<file path="config.mk">
export PLATFORM = sky130hd
export DESIGN_NAME = program_loader
export DESIGN_NICKNAME = d
export VERILOG_FILES = /design/src/rtl/hack_pkg.sv /design/src/rtl/program_loader.sv
export SDC_FILE = /design/constraint.sdc
export NUM_CORES = 1
export LEC_CHECK = 0
export CAP_MARGIN = 20
export CORE_MARGIN = 2
export CORE_UTILIZATION = 54
export CTS_BUF_LIST = sky130_fd_sc_hd__clkbuf_4
export DETAILED_ROUTE_END_ITERATION = 6
export PLACE_DENSITY_LB_ADDON = 0.08
export SYNTH_ARGS = -nofsm -noshare
export SYNTH_HDL_FRONTEND = slang
export SYNTH_SLANG_ARGS = --single-unit
</file>
<file path="constraint.sdc">
create_clock -name clk -period 2.1 [get_ports clk]
set_input_delay 0.42 -clock clk [delete_from_list [all_inputs] [get_ports clk]]
set_output_delay 0.42 -clock clk [all_outputs]
set_load 0.02 [all_outputs]
</file>
<file path="src/rtl/hack_pkg.sv">
// ============================================================================
// Module   : hack_pkg
// Brief    : Shared definitions for the Hack program loader.
// Revision : 1.0 - initial release
// ============================================================================
`default_nettype none

package hack_pkg;

  localparam int LOADER_LEN_W = 16;
  localparam int LOADER_SUM_W = 16;

  typedef enum logic [3:0] {
    IDLE    = 4'd0,
    LEN_HI  = 4'd1,
    LEN_LO  = 4'd2,
    DATA_HI = 4'd3,
    DATA_LO = 4'd4,
    WRITE   = 4'd5,
    SUM_HI  = 4'd6,
    SUM_LO  = 4'd7,
    RUN     = 4'd8,
    ERROR   = 4'd9
  } loader_state_t;

endpackage

`default_nettype wire

</file>
<file path="src/rtl/program_loader.sv">
// ============================================================================
// Module   : program_loader
// Brief    : Fills the instruction ROM from a length-prefixed, checksummed byte
//            stream and releases the CPU only when the checksum matches.
// Revision : 1.0 - initial release
// ============================================================================
`default_nettype none

module program_loader
  import hack_pkg::*;
#(
  parameter int ADDR_W = 15
) (
  input  logic              clk,
  input  logic              reset,
  input  logic              start,
  input  logic              byte_valid,
  input  logic [7:0]        byte_data,
  output logic              byte_ready,
  output logic              rom_we,
  output logic [ADDR_W-1:0] rom_addr,
  output logic [15:0]       rom_wdata,
  output logic              cpu_reset,
  output logic              busy,
  output logic              done,
  output logic              err
);

  localparam int CNT_W = ADDR_W + 1;
  localparam int CMP_W = (CNT_W > LOADER_LEN_W) ? CNT_W : LOADER_LEN_W;
  localparam logic [CMP_W-1:0] C_MAX_LEN = {{(CMP_W-1){1'b0}}, 1'b1} << ADDR_W;
  localparam logic [CNT_W-1:0] C_CNT_ONE = {{(CNT_W-1){1'b0}}, 1'b1};

  loader_state_t            r_state;
  loader_state_t            w_nextState;
  logic [7:0]               r_hiByte;
  logic [LOADER_LEN_W-1:0]  r_len;
  logic [CNT_W-1:0]         r_count;
  logic [LOADER_SUM_W-1:0]  r_sum;
  logic [ADDR_W-1:0]        r_romAddr;
  logic [15:0]              r_romWdata;

  logic                     w_recv;
  logic                     w_idleLike;
  logic                     w_take;
  logic [15:0]              w_word;
  logic [CNT_W-1:0]         w_countInc;
  logic [CMP_W-1:0]         w_lenExt;
  logic [CMP_W-1:0]         w_newLenExt;
  logic [CMP_W-1:0]         w_countIncExt;

  always_comb begin
    w_recv = 1'b0;
    case (r_state)
      LEN_HI, LEN_LO, DATA_HI, DATA_LO, SUM_HI, SUM_LO: w_recv = 1'b1;
      default:                                          w_recv = 1'b0;
    endcase
  end

  assign w_idleLike = (r_state == IDLE) || (r_state == RUN) || (r_state == ERROR);
  assign w_take     = byte_valid & w_recv;
  assign w_word     = {r_hiByte, byte_data};
  assign w_countInc = r_count + C_CNT_ONE;

  // Bring length and counter to a common width so LEN = 2**ADDR_W compares exactly.
  always_comb begin
    w_lenExt                         = '0;
    w_lenExt[LOADER_LEN_W-1:0]       = r_len;
    w_newLenExt                      = '0;
    w_newLenExt[LOADER_LEN_W-1:0]    = w_word;
    w_countIncExt                    = '0;
    w_countIncExt[CNT_W-1:0]         = w_countInc;
  end

  always_ff @(posedge clk or negedge reset) begin
    if (!reset) begin
      r_state <= IDLE;
    end else begin
      r_state <= w_nextState;
    end
  end

  always_comb begin
    w_nextState = r_state;
    case (r_state)
      IDLE, RUN, ERROR: begin
        if (start) w_nextState = LEN_HI;
      end
      LEN_HI: begin
        if (w_take) w_nextState = LEN_LO;
      end
      LEN_LO: begin
        if (w_take) begin
          if (w_newLenExt > C_MAX_LEN) w_nextState = ERROR;
          else if (w_word == 16'h0000) w_nextState = SUM_HI;
          else                         w_nextState = DATA_HI;
        end
      end
      DATA_HI: begin
        if (w_take) w_nextState = DATA_LO;
      end
      DATA_LO: begin
        if (w_take) w_nextState = WRITE;
      end
      WRITE: begin
        if (w_countIncExt == w_lenExt) w_nextState = SUM_HI;
        else                           w_nextState = DATA_HI;
      end
      SUM_HI: begin
        if (w_take) w_nextState = SUM_LO;
      end
      SUM_LO: begin
        if (w_take) begin
          if (w_word == r_sum) w_nextState = RUN;
          else                 w_nextState = ERROR;
        end
      end
      default: w_nextState = IDLE;
    endcase
  end

  always_ff @(posedge clk or negedge reset) begin
    if (!reset) begin
      r_hiByte   <= '0;
      r_len      <= '0;
      r_count    <= '0;
      r_sum      <= '0;
      r_romAddr  <= '0;
      r_romWdata <= '0;
    end else begin
      if (w_idleLike && start) begin
        r_count <= '0;
        r_sum   <= '0;
      end
      if (w_take) begin
        case (r_state)
          LEN_HI, DATA_HI, SUM_HI: r_hiByte <= byte_data;
          LEN_LO:                  r_len    <= w_word;
          DATA_LO: begin
            // Address and data are latched together so both hold after the strobe.
            r_romWdata <= w_word;
            r_romAddr  <= r_count[ADDR_W-1:0];
          end
          default: ;
        endcase
      end
      if (r_state == WRITE) begin
        r_sum   <= r_sum + r_romWdata;
        r_count <= w_countInc;
      end
    end
  end

  assign byte_ready = w_recv;
  assign rom_we     = (r_state == WRITE);
  assign rom_addr   = r_romAddr;
  assign rom_wdata  = r_romWdata;
  assign cpu_reset  = (r_state != RUN);
  assign busy       = !w_idleLike;
  assign done       = (r_state == RUN);
  assign err        = (r_state == ERROR);

endmodule

`default_nettype wire

</file>
==> key figures <==
Status
  • Status: finished with violations
  • Failing checks: negative setup slack

Setup path
  • Crit path max-delay family: simple AND/OR/NAND/NOR gates
  • Buf+Inv Stages, Crit Path: 0
  • WP data arrival: 2560 ps
  • Crit. End Element: register
  • CP max stage delay: approximately 520 ps
  • Crit path cell chain: ha_4, nand2_2, or4_4, xnor2_1, nor2_1, nand4_1, o31ai_2, a222oi_1
  • Crit-path max FO: 3
  • Crit path launch type: register
  • CP required: 2380 ps
  • Crit-path slowest cell: or4_4
  • Critical path class: register to register

Final layout
  • Finished layout cell area: 6740 µm²
  • # diodes: 0
  • Area growth, synth to finish: 32.4%
  • Fin nets: 664
  • Final core occ: about three quarters
  • Fill count: 647
  • Layout cells sized above 1: 35.2%

Logic synthesis
  • Post-synth top area cell: dfrtp_1
  • Mean area per synthesized cell: between 10 and 15 µm²
  • Post-synth top flop: dfrtp_1
  • Synth area leaders: dfrtp_1, mux2_2, xnor2_1
  • Post-synthesis simple-gate area fraction: 13.5%
  • Seq/Total Area, Yosys: around 45%
  • EDFF count, synth: 0
  • Ys async rst share: between 90% and 100%
  • Post-Syn Nets: around 520
  • Netlist cell types: 54
  • Post-synthesis mux area share: about an eighth
  • Synthesized flop and latch total: 91
  • Syn Inst Count: a little under 500
  • Yosys warnings: 0
  • Commonest cells in the netlist: dfrtp_1, mux2_2, o21ai_0, nand2_1, xnor2_1
  • Xor-xnor portion of the synthesized cell area: 8.78%
  • Top cell type's share of synthesized area: ~45%
  • Combinational family with the most area after synthesis: simple AND/OR/NAND/NOR gates
  • Post-Syn Area: approximately 5000 µm²
  • Most common cell in the synthesized netlist: dfrtp_1
  • Synth Area in Adders: 4.33%
  • Synth Area in Compound Gates: 12.8%

Pwr
  • Max VDD drop: around 0.65 mV
  • Power, Total: around 9 mW
  • Clock Power Share: under 10%
  • Internal power: 5.23 mW
  • Reg power frac: between 30% and 40%
  • Switching power: 3.67 mW
  • Logic gate share of total power: approximately 57%
  • P_leak: around 3.0 nW
  • Sw Ratio: about two fifths
  • Pwr per Cell Area: approximately 1300 nW/µm²

Place
  • Placed cell area: 6410 µm²
  • DP Wirelength: just under 10,000 µm
  • Routability cong.: slightly above 0.9
  • I/O Buffers: 48

Floorplan
  • Die Y: between 100 and 150 µm
  • Starting Density: 55.3%
  • Die Width: between 100 and 150 µm
  • # IOs: 49
  • Core area: just over 9000 µm²
  • Die area: between 10,000 and 15,000 µm²
  • Row cnt: 35

STA
  • Least-Margin Pin Slew: 464 ps
  • Fmax: about 440 MHz
  • Min cycle time layout: about 2300 ps
  • PnR worst setup slack: -176 ps
  • Hold Violations, Final: 0
  • Hold slack: about 420 ps
  • Setup repair after global routing missed its margin: true
  • Clock Skew: between 20 and 30 ps
  • Fin crit share: 108%
  • Worst relative slew slack: 69.0%
  • Pins Over Slew Limit: 0
  • Final setup viols: 5

Flow run
  • Max cap viols: 0

Routing
  • Pre-antenna DRT Iters: 5
  • Drt total wl: around 14,000 µm
  • DRC violations left: 0
  • Via count: approximately 4,400
  • Routed Antenna Nets: 0
  • Post-DR wirelength/cell: approximately 18 µm
  • DRT iter0 DRCs: 304
  • Vias per Instance: between 5 and 6

Min path
  • Hold/Removal Path Class: primary input to async pin

Clocking
  • Clock Sinks: 91
  • Clock-pin slew of the registers on the worst-case setup and hold paths: 150 ps
  • CTS tree: done
  • H-tree depth: 3
  • Max Root-Sink Buffers: 2
  • Cts bufs inserted: 9
  • Worst-Skew Late Latency: approximately 440 ps
  • Clock Root Buffer: clkbuf_4

Global route
  • Antenna violations before repair: 0
  • Largest net degree at the start of global routing: 36
  • First-pass GRT wire length: approximately 22,000 µm
  • GRT Util Overall: between 20% and 30%
  • Via count of the first global-routing pass: 4,413
  • GRT overflow: 0
==> per-layer routing <==
metal	global-route usage (%)	wire (µm)	up-vias
met5	0	0	-
met4	8.42	225	0
met3	3.88	674	22
met2	43.8	6300	137
met1	41.0	6340	2154
li1	-	-	2059
==> cell usage in the layout (no fill, tap or decap), types with 3 or more instances in the layout <==
cell type / synthesis / final
buf_4: 1 / 103
dfrtp_1: 91 / 87
mux2_2: 55 / 55
o21ai_0: 48 / 41
nand2_1: 40 / 39
clkdlybuf4s50_1: 0 / 39
xnor2_1: 35 / 35
nor2_1: 30 / 29
a21oi_1: 20 / 16
xor2_1: 16 / 16
ha_1: 16 / 11
inv_1: 12 / 10
clkbuf_4: 0 / 9
nand3_1: 8 / 8
nand4_1: 8 / 8
a31oi_1: 6 / 5
o31ai_1: 6 / 5
nor3_1: 8 / 5
o211ai_1: 5 / 5
nor4_1: 5 / 5
o21ai_2: 0 / 4
nor2b_1: 4 / 4
mux2i_1: 4 / 4
ha_4: 0 / 4
dfrtp_2: 0 / 4
nand2b_1: 3 / 3
nor3_2: 0 / 3
a22o_1: 3 / 3
o21ai_1: 0 / 3
a21oi_2: 0 / 3
a21o_1: 3 / 3
or2_2: 3 / 3
or3_1: 4 / 3
inv_6: 0 / 3
buf_12: 0 / 3
buf_6: 0 / 3
==> repair_timing <==
action / in CTS / in global routing
gates cloned: 0 / 0
setup buffers: 8 / 2
pin swaps: 22 / 14
endpoints found under the hold margin: 19 / 0
gates resized for setup: 37 / 24
hold buffers: 1 / 0
endpoints found under the setup margin: 16 / 34
==> power by group through the flow <==
stage | logic, mW | clock network [mW] | registers [mW]
global placement | 4.67 | 0 | 2.91
CTS | 4.96 | 0.895 | 2.91
global route | 5.51 | 0.979 | 3.00
finish | 5.10 | 0.870 | 2.93
detailed placement | 4.78 | 0 | 2.95
floorplan | 2.47 | 0 | 3.20
==> layout make-up <==
cell class	count	area, µm²	area share (%)
clock inverter	6	46.3	0.687
clock buffer	9	67.6	1.00
timing repair buffer	155	1320	19.6
tap	111	139	2.06
multi-input combinational	366	2840	42.1
sequential	91	2280	33.9
inverter	12	45.0	0.668
==> stage by stage <==
| stage | setup slack (ps) | setup TNS (ps) | cells |
|---|---|---|---|
| final | -176 | -516 | 750 |
| after global placement | -255 | -900 | 725 |
| after CTS | -162 | -478 | 748 |
| after global routing | -243 | -998 | 750 |
| after detailed placement | -304 | -1360 | 725 |
| after floorplan | 1.27 | 0 | 492 |
==> path summary, 6_finish.rpt <==
| path | startpoint | endpoint | slack [ps] | cells after the start |
|---|---|---|---|---|
| min reg2reg | r_count[15] | r_count[15] | 520 | 1 |
| max | r_count[1] | r_state[0] | -180 | 8 |
| max reg2reg | r_count[1] | r_state[0] | -180 | 8 |
| min in group clk | r_count[15] | r_count[15] | 520 | 1 |
| max in group asynchronous | reset | rom_wdata[15] | 1070 | 3 |
| min | reset | rom_wdata[4] | 420 | 2 |
==> registers in the layout (all words and copies together), names as in the netlist <==
| name | cells |
|---|---|
| r_len | 16 |
| rom_wdata | 16 |
| r_state | 4 |
| r_sum | 16 |
| rom_addr | 15 |
| r_count | 16 |
| r_hiByte | 8 |
==> cell families after synthesis <==
logic type               count (synthesis)
AND/OR/NAND/NOR                        131
multiplexers                            59
adder cells (fa/ha/maj)                 17
XOR/XNOR                                51
flip-flops                              91
buffers and inverters                   35
AO/OA/AOI/OAI                          108
==> worst reg2reg max path, cell delays in order (launching register included) <==
cell and delay, ps:
dfrtp_1 420, ha_4 180, nand2_2 60, or4_4 520, xnor2_1 140, nor2_1 130
nand4_1 180, o31ai_2 350, a222oi_1 140
Note: power is estimated with default switching activity, not from simulation.
